--- config.mk ---
export PLATFORM = sky130hd
export DESIGN_NAME = alu_uart_if
export DESIGN_NICKNAME = d
export VERILOG_FILES = /design/src/rtl/alu_uart_if.sv
export SDC_FILE = /design/constraint.sdc
export NUM_CORES = 1
export LEC_CHECK = 0
export CORE_MARGIN = 2
export CORE_UTILIZATION = 39
export DETAILED_ROUTE_END_ITERATION = 6
export GPL_ROUTABILITY_DRIVEN = 0
export GPL_TIMING_DRIVEN = 0
export PLACE_DENSITY = 0.79
export SLEW_MARGIN = 40
export SYNTH_ARGS = -nofsm -noshare
export SYNTH_HDL_FRONTEND = slang
export SYNTH_SLANG_ARGS = --single-unit
--- constraint.sdc ---
create_clock -name clk -period 1.3 [get_ports clk]
set_input_delay 0.13 -clock clk [delete_from_list [all_inputs] [get_ports clk]]
set_output_delay 0.13 -clock clk [all_outputs]
set_load 0.02 [all_outputs]
--- src/rtl/alu_uart_if.sv ---
// alu_uart_if: collects A, B and opcode bytes from UART RX, drives the ALU, returns the result byte over UART TX.
module alu_uart_if #(
  parameter int DATA_W = 8,
  parameter int OP_W   = 6
) (
  input  logic              clk,
  input  logic              reset,
  input  logic [DATA_W-1:0] rx_data,
  input  logic              rx_valid,
  input  logic              tx_busy,
  input  logic              tx_done,
  input  logic [DATA_W-1:0] alu_result,
  output logic [DATA_W-1:0] alu_a,
  output logic [DATA_W-1:0] alu_b,
  output logic [OP_W-1:0]   alu_op,
  output logic [DATA_W-1:0] tx_data,
  output logic              tx_start,
  output logic              op_err,
  output logic              overrun
);
  localparam logic [2:0] GET_A   = 3'd0;
  localparam logic [2:0] GET_B   = 3'd1;
  localparam logic [2:0] GET_OP  = 3'd2;
  localparam logic [2:0] EXEC    = 3'd3;
  localparam logic [2:0] SEND    = 3'd4;
  localparam logic [2:0] WAIT_TX = 3'd5;
  logic [2:0]      r_state;
  logic [OP_W-1:0] w_op;
  logic            w_op_ok;
  logic            w_busy_state;
  assign w_op = rx_data[OP_W-1:0];
  assign w_op_ok = w_op inside {6'b100000, 6'b100010, 6'b100100, 6'b100101,
                                6'b100110, 6'b000011, 6'b000010, 6'b100111};
  assign w_busy_state = (r_state == EXEC) || (r_state == SEND) || (r_state == WAIT_TX);
  always_ff @(posedge clk or posedge reset) begin
    if (reset) begin
      r_state  <= GET_A;
      alu_a    <= '0;
      alu_b    <= '0;
      alu_op   <= '0;
      tx_data  <= '0;
      tx_start <= 1'b0;
      op_err   <= 1'b0;
      overrun  <= 1'b0;
    end else begin
      tx_start <= 1'b0;
      op_err   <= 1'b0;
      if (rx_valid && w_busy_state) overrun <= 1'b1;
      case (r_state)
        GET_A: if (rx_valid) begin
          alu_a   <= rx_data;
          r_state <= GET_B;
        end
        GET_B: if (rx_valid) begin
          alu_b   <= rx_data;
          r_state <= GET_OP;
        end
        GET_OP: if (rx_valid) begin
          if (w_op_ok) alu_op <= w_op;
          op_err  <= !w_op_ok;
          r_state <= w_op_ok ? EXEC : GET_A;
        end
        EXEC: begin
          tx_data <= alu_result;
          r_state <= SEND;
        end
        SEND: if (!tx_busy) begin
          tx_start <= 1'b1;
          r_state  <= WAIT_TX;
        end
        WAIT_TX: if (tx_done) r_state <= GET_A;
        default: r_state <= GET_A;
      endcase
    end
  end
endmodule

# Yosys cells after proc, flatten, opt, wreduce, memory -nomap -nowiden
# Index checks and enable logic that the tools add are counted.
# totals
ff_bits	36
latch_bits	0
mem_bits_rw	0
romBits	0
input_bits	21
output_inout_bits	33
wordCells	47
memories	0
# op_classes
addsub	0
n_mul	0
n_div	0
magnitude_cmp	0
eq_ne	18
n_shift	0
muxes	11
bitwise	0
reduce_logical	10
# op_table
op	count
$eq 6x6->1 const B	6
$pmux 3 s6	1
$mux 3	5
$eq 6x2->1 const B	2
$ne 2x2->1 const B	5
$reduce_bool 8->1	1
$eq 3x2->1 const B	2
$eq 3x3->1 const B	2
$reduce_and 5->1	1
$mux 1	4
$reduce_and 2->1	2
$eq 3x1->1 const B	1
$logic_not 3->1	1
$reduce_and 3->1	1
$logic_or 1x1->1	2
$mux 2	1
$logic_and 1x1->1	1
$logic_not 1->1	1

# Longest topological paths before layout
# Gate-level depths: netlist of run 1.
# depth
word_depth	5
mapped_depth	5
depth_no_buf	4

# Worst setup path after synthesis of run 1
# No wires, ideal clock.
# synth_timing
kind	flip-flop to flip-flop
startpoint	reg r_state[2]
endpoint	reg alu_op[0]
setup_ps	125
arrival_time_ps	1263
slack_ps	-88
stages_incl_launch_ff	5
n_path_buf	0
period_less_slack_ps	1388
path_cell_list	dfrtp_1 > nand2b_4 > nor3b_4 > o2111ai_2 > mux2_2
# synth_via
elab_chain_cells	2
# synth_rtl
element	line	rtl
start, declared	27	logic [2:0] r_state;
start signal, assigned	61	r_state <= w_op_ok ? EXEC : GET_A;
$eq 3x2->1	49	case (r_state)
$reduce_and 3->1 (no source line)	--	
end signal, assigned	59	if (w_op_ok) alu_op <= w_op;
end, declared	15	output logic [OP_W-1:0] alu_op,
# Every way passes these cells.
# A chain may end at the register's enable or synchronous reset.

# Worst setup path in the final report of run 1
# layout_timing
startpoint	reg r_state[0]
endpoint	reg alu_b[1]
# layout_via
elab_chain_cells	2
# layout_rtl
element	line	rtl
$eq 3x1->1	49	
$reduce_and 2->1 (no source line)	--	
end signal, assigned	55	alu_b <= rx_data;
end, declared	14	output logic [DATA_W-1:0] alu_b,
# Every way passes these cells.

==> impl_metrics.prom, run 1 <==
# TYPE chip_impl_metric gauge
chip_impl_metric{name="synth_area_per_inst",unit="um2"} 15.0
chip_impl_metric{name="critical_path_required",unit="ns"} 1.47
chip_impl_metric{name="clk_pin_slew",unit="ns"} 0.07
chip_impl_metric{name="cellLeakagePower",unit="nW"} 1.13
chip_impl_metric{name="synth.cell_area",unit="mm2"} 0.00147
chip_impl_metric{name="drive_gt1_share",unit="%"} 35.3
chip_impl_metric{name="critical_path_arrival",unit="ns"} 1.61
chip_impl_info{name="setup_repair_after_global_routing_missed_its_margin",value="yes"} 1
chip_impl_metric{name="final.hold.worst_slack",unit="ns"} 0.209
chip_impl_info{name="synth_common_cells",value="36 x sky130_fd_sc_hd__dfrtp_1, 28 x sky130_fd_sc_hd__mux2_2, 3 x sky130_fd_sc_hd__and2_1, 3 x sky130_fd_sc_hd__inv_1, 3 x sky130_fd_sc_hd__nor2b_1"} 1
chip_impl_metric{name="syn-instance-count",unit=""} 98
chip_impl_metric{name="top_level_ports",unit=""} 54
chip_impl_metric{name="timing.critical_path.buf_inv",unit=""} 3
chip_impl_metric{name="number_of_global_route_vias_before_repair",unit=""} 1119
chip_impl_info{name="violated_checks",value="setup timing"} 1
chip_impl_metric{name="share_of_synthesized_area_occupied_by_flip_flops_and_latches",unit="%"} 61.3
chip_impl_metric{name="vdd.ir_drop.worst",unit="V"} 0.00116
chip_impl_metric{name="pre_cts_setup_slack",unit="ns"} -0.457
chip_impl_info{name="crit_slowest_cell",value="sky130_fd_sc_hd__dfrtp_1"} 1
chip_impl_metric{name="rows",unit=""} 22
chip_impl_metric{name="area_growth",unit="%"} 58.5
chip_impl_metric{name="p_per_area",unit="mW/mm2"} 2440
chip_impl_metric{name="drt_drc_violations_left",unit=""} 0
chip_impl_info{name="cp_cell_sequence",value="buf_6, inv_6, nor3_4, clkbuf_16, mux2_4"} 1
chip_impl_metric{name="avgViaCountPerCell",unit=""} 5.04
chip_impl_info{name="crit_path_end_kind",value="flip-flop"} 1
chip_impl_info{name="critical-path-top-delay-family",value="buffers and inverters"} 1
chip_impl_metric{name="chipHeight",unit="um"} 65.4
chip_impl_metric{name="antenna-diode-count",unit=""} 0
chip_impl_info{name="synthMostInstantiatedCell",value="sky130_fd_sc_hd__dfrtp_1"} 1
chip_impl_metric{name="grt_antenna_before_repair",unit=""} 0
chip_impl_metric{name="clockBufferDepth",unit=""} 2
chip_impl_metric{name="detailroute.via_count",unit=""} 1083
chip_impl_metric{name="clock_tree.htree_level_count",unit=""} 2
chip_impl_metric{name="io_buffer_count",unit=""} 53
chip_impl_metric{name="floorplan.initialDensity",unit="%"} 40.4
chip_impl_info{name="yosys-top-cells-area",value="sky130_fd_sc_hd__dfrtp_1 61%, sky130_fd_sc_hd__mux2_2 21%, sky130_fd_sc_hd__nor3_4 2.2%"} 1
chip_impl_metric{name="yosys_warnings",unit=""} 0
chip_impl_metric{name="path_max_fanout",unit=""} 7
chip_impl_metric{name="worst_path_largest_cell_delay",unit="ns"} 0.35
chip_impl_metric{name="wire_per_inst",unit="um"} 17.3
chip_impl_info{name="status",value="complete, but fails checks"} 1
chip_impl_metric{name="synth_edf_count",unit=""} 0
chip_impl_metric{name="syn_nets",unit=""} 119
chip_impl_metric{name="number_of_pins_exceeding_their_max_slew_limit_in_the_final_report",unit=""} 0
chip_impl_metric{name="yosys_register_bits",unit=""} 36
chip_impl_metric{name="drv_cap",unit=""} 0
chip_impl_metric{name="final.setup_skew",unit="ns"} 0.00701
chip_impl_metric{name="fmax",unit="MHz"} 696
chip_impl_metric{name="cts_hold_buf",unit=""} 0
chip_impl_metric{name="fin_ws",unit="ns"} -0.137
chip_impl_metric{name="worst_slew_margin_rel",unit="%"} 60.3
chip_impl_metric{name="numCtsBuffers",unit=""} 5
chip_impl_metric{name="grt_remaining_overflow",unit=""} 0
chip_impl_info{name="setup.worst_path.start_class",value="flip-flop"} 1
chip_impl_metric{name="detailedPlacementHpwl",unit="um"} 2350
chip_impl_info{name="timing.setup.critical_path_class",value="reg -> reg"} 1
chip_impl_info{name="buffer_type_at_the_clock_tree_root",value="sky130_fd_sc_hd__clkbuf_8"} 1
chip_impl_metric{name="die_area",unit="mm2"} 0.00427
chip_impl_metric{name="fin_total_pwr",unit="mW"} 5.67
chip_impl_metric{name="async_reset_ff_share",unit="%"} 100
chip_impl_metric{name="postLayoutCoreUtil",unit="%"} 64.1
chip_impl_metric{name="final-instance-count-excl-fill",unit=""} 215
chip_impl_metric{name="design.core.area",unit="mm2"} 0.00363
chip_impl_metric{name="tightest_slew",unit="ns"} 0.595
chip_impl_metric{name="final_area",unit="mm2"} 0.00233
chip_impl_metric{name="placement.cell_area",unit="mm2"} 0.00208
chip_impl_metric{name="post-route-period-util",unit="%"} 111
chip_impl_info{name="hold_path_class",value="in -> async"} 1
chip_impl_info{name="cts_tree",value="built"} 1
chip_impl_metric{name="die_width",unit="um"} 65.4
chip_impl_metric{name="setup_violations",unit=""} 28
chip_impl_metric{name="finalHoldViolCount",unit=""} 0
chip_impl_metric{name="final.min_clock_period",unit="ns"} 1.44
chip_impl_metric{name="post-place-cells",unit=""} 199
chip_impl_metric{name="gr-usage-all-layers",unit="%"} 18.2
chip_impl_metric{name="detail-route-antenna-nets",unit=""} 0
chip_impl_metric{name="fillers",unit=""} 296
chip_impl_metric{name="synth_top_cell_area_share",unit="%"} 61.3
chip_impl_metric{name="nNetsFinal",unit=""} 187
chip_impl_metric{name="clkLatencyLatePin",unit="ns"} 0.29
chip_impl_metric{name="yosys.cell_types.count",unit=""} 24
chip_impl_metric{name="largest_net_degree_at_the_start_of_global_routing",unit=""} 37
chip_impl_metric{name="drt_pre_antenna_iters",unit=""} 4
chip_impl_info{name="synth_largest_area_cell",value="sky130_fd_sc_hd__dfrtp_1"} 1
chip_impl_metric{name="global_route_wire_length_before_repair",unit="um"} 5550
chip_impl_info{name="ys.flop_type",value="sky130_fd_sc_hd__dfrtp_1"} 1
chip_impl_metric{name="tritoncts_num_sinks",unit=""} 36
chip_impl_metric{name="routed_wl",unit="um"} 3730
chip_impl_metric{name="setup_tns",unit="ns"} -1.74
chip_impl_metric{name="drt-initial-drc-count",unit=""} 44
[layout by cell type (no fill, tap or decap), drive strengths merged, types with 2 or more instances in the layout]
cell	netlist	routed
dfrtp	36	36
nand3b	2	2
mux2	28	28
buf	3	10
nor2	2	2
clkinv	0	3
clkbuf	0	7
nor2b	3	3
a21oi	2	2
dlymetal6s2s	0	3
clkdlybuf4s50	0	16
inv	3	2
nor3	3	3
and2	3	3
nand2	2	2
dlygate4sd2	0	34
[worst reg2reg max path: stages, from the launching register on]
cell and delay (ns):
sky130_fd_sc_hd__dfrtp_1 0.35, sky130_fd_sc_hd__buf_6 0.16, sky130_fd_sc_hd__inv_6 0.05, sky130_fd_sc_hd__nor3_4 0.27, sky130_fd_sc_hd__clkbuf_16 0.20, sky130_fd_sc_hd__mux2_4 0.30
[logic make-up after synthesis]
group | after synthesis | share of synthesized area, %
DFF | 36 | 61.3
buffers and inverters | 6 | 1.96
and+or+nand+nor | 19 | 10.5
muxes | 28 | 21.5
AOI/OAI and AO/OA | 9 | 4.77
[flip-flops by register name, summed over array words and instances, names as in the netlist]
register	cells
tx_data	8
alu_b	8
tx_start	1
alu_a	8
alu_op	6
r_state	3
overrun	1
op_err	1
[power by group]
group	leakage (nW)	internal, mW	switching [mW]
combinational	0.640	1.55	1.44
sequential	0.438	1.62	0.255
clock	0.0510	0.422	0.390
total	1.13	3.59	2.08
[what timing repair did]
action / in CTS / in global routing
cloned: 0 / 2
setup endpoints to repair: 65 / 33
resized for setup: 50 / 14
buffers inserted: 4 / 3
pin swaps: 3 / 6
[layout make-up]
class	instances	area, um2	share of cell area (%)
multi-input cells	56	627	26.9
plain buffers	3	33.8	1.45
inverters	3	17.5	0.752
clock buffers	6	82.6	3.55
repair buffers	61	597	25.6
flip-flops and latches	36	901	38.7
well taps	48	60.1	2.58
clock inverters	2	10.0	0.430
[path summary, 6_finish.rpt]
check	start	endpoint	slack, ns	cells past startpoint
worst min register to register	alu_op[4]$_DFFE_PP0P_	alu_op[4]$_DFFE_PP0P_	0.49	1
worst min-delay path	reset	r_state[1]$_DFFE_PP0P_	0.21	2
worst max-delay path	r_state[0]$_DFFE_PP0P_	alu_b[1]$_DFFE_PP0P_	-0.14	5
worst max register to register	r_state[0]$_DFFE_PP0P_	alu_b[1]$_DFFE_PP0P_	-0.14	5
min in group clk	rx_data[1]	alu_a[1]$_DFFE_PP0P_	0.22	2
max in group asynchronous	reset	alu_a[0]$_DFFE_PP0P_	0.72	2
[layer usage]
metal	vias up	track usage, %	routed length (um)
li1	484	-	-
met1	544	21.1	1460
met2	43	29.5	1920
met3	12	4.45	198
met4	0	12.8	150
met5	-	0	0
No activity file was read; power rests on OpenSTA's default activity.
==> inputs of run 2 (changes only) <==
--- a/config.mk
+++ b/config.mk
@@ -6,11 +6,12 @@
 export NUM_CORES = 1
 export LEC_CHECK = 0
 export CORE_MARGIN = 2
-export CORE_UTILIZATION = 39
+export CORE_UTILIZATION = 40
 export DETAILED_ROUTE_END_ITERATION = 6
+export DONT_BUFFER_PORTS = 1
 export GPL_ROUTABILITY_DRIVEN = 0
 export GPL_TIMING_DRIVEN = 0
-export PLACE_DENSITY = 0.79
+export PLACE_DENSITY = 0.61
 export SLEW_MARGIN = 40
 export SYNTH_ARGS = -nofsm -noshare
 export SYNTH_HDL_FRONTEND = slang
==> impl_metrics.prom, run 2 (same netlist as run 1, synthesis figures left out) <==
# TYPE chip_impl_metric gauge
chip_impl_metric{name="avgViaCountPerCell",unit=""} 5.14
chip_impl_info{name="violated_checks",value="setup timing"} 1
chip_impl_metric{name="p_per_area",unit="mW/mm2"} 2550
chip_impl_metric{name="floorplan.initialDensity",unit="%"} 40.7
chip_impl_metric{name="tritoncts_num_sinks",unit=""} 36
chip_impl_metric{name="routed_wl",unit="um"} 3080
chip_impl_metric{name="detail-route-antenna-nets",unit=""} 0
chip_impl_metric{name="nNetsFinal",unit=""} 154
chip_impl_metric{name="drv_cap",unit=""} 0
chip_impl_metric{name="timing.reg2reg.setup_slack",unit="ns"} -0.13
chip_impl_metric{name="clockBufferDepth",unit=""} 2
chip_impl_metric{name="grt_antenna_before_repair",unit=""} 0
chip_impl_metric{name="numCtsBuffers",unit=""} 5
chip_impl_metric{name="tightest_slew",unit="ns"} 0.598
chip_impl_metric{name="worst_path_largest_cell_delay",unit="ns"} 0.38
chip_impl_metric{name="setup_violations",unit=""} 28
chip_impl_metric{name="clkLatencyLatePin",unit="ns"} 0.28
chip_impl_metric{name="area_growth",unit="%"} 38.6
chip_impl_info{name="dr.max_layer_used",value="met4"} 1
chip_impl_info{name="timing.setup.critical_path_class",value="reg -> reg"} 1
chip_impl_metric{name="hold_path_depth",unit=""} 1
chip_impl_info{name="setup_repair_after_global_routing_missed_its_margin",value="yes"} 1
chip_impl_metric{name="path_max_fanout",unit=""} 6
chip_impl_metric{name="detailroute.via_count",unit=""} 931
chip_impl_metric{name="cellLeakagePower",unit="nW"} 0.941
chip_impl_metric{name="placement.cell_area",unit="mm2"} 0.00155
chip_impl_info{name="hold_path_class",value="in -> reg"} 1
chip_impl_info{name="layout.cells.most_common",value="sky130_fd_sc_hd__dfrtp_1"} 1
chip_impl_info{name="worst_hold_startpoint",value="rx_data[0]"} 1
chip_impl_metric{name="critical_path_required",unit="ns"} 1.47
chip_impl_metric{name="finalHoldViolCount",unit=""} 0
chip_impl_metric{name="final.min_clock_period",unit="ns"} 1.43
chip_impl_metric{name="rows",unit=""} 22
chip_impl_info{name="worst_hold_endpoint",value="alu_op[0]$_DFFE_PP0P_"} 1
chip_impl_metric{name="setup_tns",unit="ns"} -1.48
chip_impl_metric{name="gr-usage-all-layers",unit="%"} 15.8
chip_impl_metric{name="wl_met3",unit="um"} 272
chip_impl_metric{name="worst_slew_margin_rel",unit="%"} 60.1
chip_impl_metric{name="final.setup_skew",unit="ns"} 0.00856
chip_impl_metric{name="global_route_wire_length_before_repair",unit="um"} 4990
chip_impl_metric{name="wl_met1",unit="um"} 1270
chip_impl_metric{name="chipHeight",unit="um"} 64.6
chip_impl_metric{name="detailedPlacementHpwl",unit="um"} 1910
chip_impl_metric{name="antenna-diode-count",unit=""} 0
chip_impl_metric{name="grt_remaining_overflow",unit=""} 0
chip_impl_metric{name="drt-initial-drc-count",unit=""} 43
chip_impl_metric{name="post-route-period-util",unit="%"} 110
chip_impl_metric{name="number_of_pins_exceeding_their_max_slew_limit_in_the_final_report",unit=""} 0
chip_impl_info{name="status",value="complete, but fails checks"} 1
chip_impl_metric{name="vdd.ir_drop.worst",unit="V"} 0.00124
chip_impl_info{name="biggestRegsByFlops",value="alu_a: 8 flops, alu_b: 8 flops, tx_data: 8 flops"} 1
chip_impl_metric{name="fin_ws",unit="ns"} -0.132
chip_impl_metric{name="fmax",unit="MHz"} 698
chip_impl_metric{name="largest_net_degree_at_the_start_of_global_routing",unit=""} 37
chip_impl_metric{name="design.core.area",unit="mm2"} 0.00361
chip_impl_info{name="worstReg2RegEnd",value="alu_op[0]$_DFFE_PP0P_"} 1
chip_impl_metric{name="pre_cts_setup_slack",unit="ns"} -0.283
chip_impl_metric{name="detailroute.wirelength.met2",unit="um"} 1520
chip_impl_metric{name="drt_drc_violations_left",unit=""} 0
chip_impl_metric{name="number_of_global_route_vias_before_repair",unit=""} 996
chip_impl_metric{name="final-instance-count-excl-fill",unit=""} 181
chip_impl_metric{name="die_width",unit="um"} 64.6
chip_impl_info{name="crit_slowest_cell",value="sky130_fd_sc_hd__dfrtp_1"} 1
chip_impl_info{name="layout.cells.most_common_list",value="36 x sky130_fd_sc_hd__dfrtp_1, 24 x sky130_fd_sc_hd__mux2_4, 19 x sky130_fd_sc_hd__dlygate4sd3_1, 8 x sky130_fd_sc_hd__buf_6, 7 x sky130_fd_sc_hd__clkbuf_8"} 1
chip_impl_info{name="buffer_type_at_the_clock_tree_root",value="sky130_fd_sc_hd__clkbuf_8"} 1
chip_impl_info{name="crit_path_end_kind",value="flip-flop"} 1
chip_impl_metric{name="wire_per_inst",unit="um"} 17.0
chip_impl_metric{name="top_level_ports",unit=""} 54
chip_impl_metric{name="io_buffer_count",unit=""} 0
chip_impl_metric{name="die_area",unit="mm2"} 0.00417
chip_impl_metric{name="fillers",unit=""} 289
chip_impl_metric{name="post-place-cells",unit=""} 146
chip_impl_metric{name="drt_pre_antenna_iters",unit=""} 3
chip_impl_metric{name="clock_tree.htree_level_count",unit=""} 2
chip_impl_metric{name="critical_path_arrival",unit="ns"} 1.60
chip_impl_metric{name="final_area",unit="mm2"} 0.00204
chip_impl_metric{name="drive_gt1_share",unit="%"} 40.6
chip_impl_info{name="worstReg2RegStart",value="r_state[2]$_DFFE_PP0P_"} 1
chip_impl_info{name="cp_cell_sequence",value="nand2b_4, nor3b_4, o2111ai_4, mux2_2"} 1
chip_impl_metric{name="worst_r2r_path_depth",unit=""} 4
chip_impl_info{name="cts_tree",value="built"} 1
chip_impl_metric{name="clk_pin_slew",unit="ns"} 0.07
chip_impl_info{name="worst_setup_path_startpoint",value="r_state[2]$_DFFE_PP0P_"} 1
chip_impl_info{name="setup.worst_path.start_class",value="flip-flop"} 1
-- run 2: cell count changes in the layout (fill, tap and decap cells not counted), sizes merged --
cell           before  now
dlygate4sd2        34    0
clkdlybuf4s50      16    0
dlygate4sd3         0   19
buf                10   12
dlymetal6s2s        3    0
clkinv              3    1
-- run 2: area by class of cell --
class | instances | area, um2 | share of cell area, %
clock buffers | 7 | 96.3 | 4.73
well taps | 48 | 60.1 | 2.95
flip-flops and latches | 36 | 901 | 44.3
plain buffers | 3 | 33.8 | 1.66
repair buffers | 28 | 289 | 14.2
multi-input cells | 56 | 641 | 31.5
inverters | 3 | 15.0 | 0.738
-- run 2: per-stage QoR --
stage,power [mW],utilization [%],hold slack (ns)
final,5.18,56.5,0.0135
after global routing,5.44,56.5,0.00126
after CTS,4.96,54.3,0.00808
after detailed placement,3.74,43.0,0.184
after global placement,3.67,43.0,0.205
after floorplan,3.49,-,0.201
-- run 2: layer usage --
layer | global-route usage, % | vias to the layer above
met3 | 7.99 | 2
met4 | 3.19 | 0
met2 | 25.7 | 41
met1 | 19.0 | 475
li1 | - | 413
met5 | 0 | -
-- run 2: critical path, delay by kind of cell (launching register included) --
kind	cells	cell delay [ns]
AOI/OAI and AO/OA	1	0.20
DFF	1	0.38
and+or+nand+nor	2	0.41
muxes	1	0.33
-- run 2: report_power, final --
group / total [mW] / internal [mW] / leakage [nW] / switching, mW
clock network: 0.847 / 0.472 / 0.0503 / 0.375
registers: 2.52 / 1.62 / 0.438 / 0.899
logic: 1.82 / 1.19 / 0.453 / 0.626
total: 5.18 / 3.28 / 0.941 / 1.90
-- run 2: how the worst max path moves through the flow --
stage | cells after the start | to | slack (ns)
floorplan | 4 | alu_op[0]$_DFFE_PP0P_ | -0.09
global placement | 3 | alu_b[4]$_DFFE_PP0P_ | -0.27
detailed placement | 3 | alu_b[7]$_DFFE_PP0P_ | -0.28
CTS | 4 | alu_op[0]$_DFFE_PP0P_ | -0.14
global route | 4 | alu_op[0]$_DFFE_PP0P_ | -0.22
finish | 4 | alu_op[0]$_DFFE_PP0P_ | -0.13
-- run 2: repair_timing --
action,CTS,global route
buffers inserted,5,4
pin swaps,5,1
hold endpoints to repair,65,0
hold buffers,19,0
cloned,0,1
gates resized for setup,17,15
setup endpoints to repair,31,30
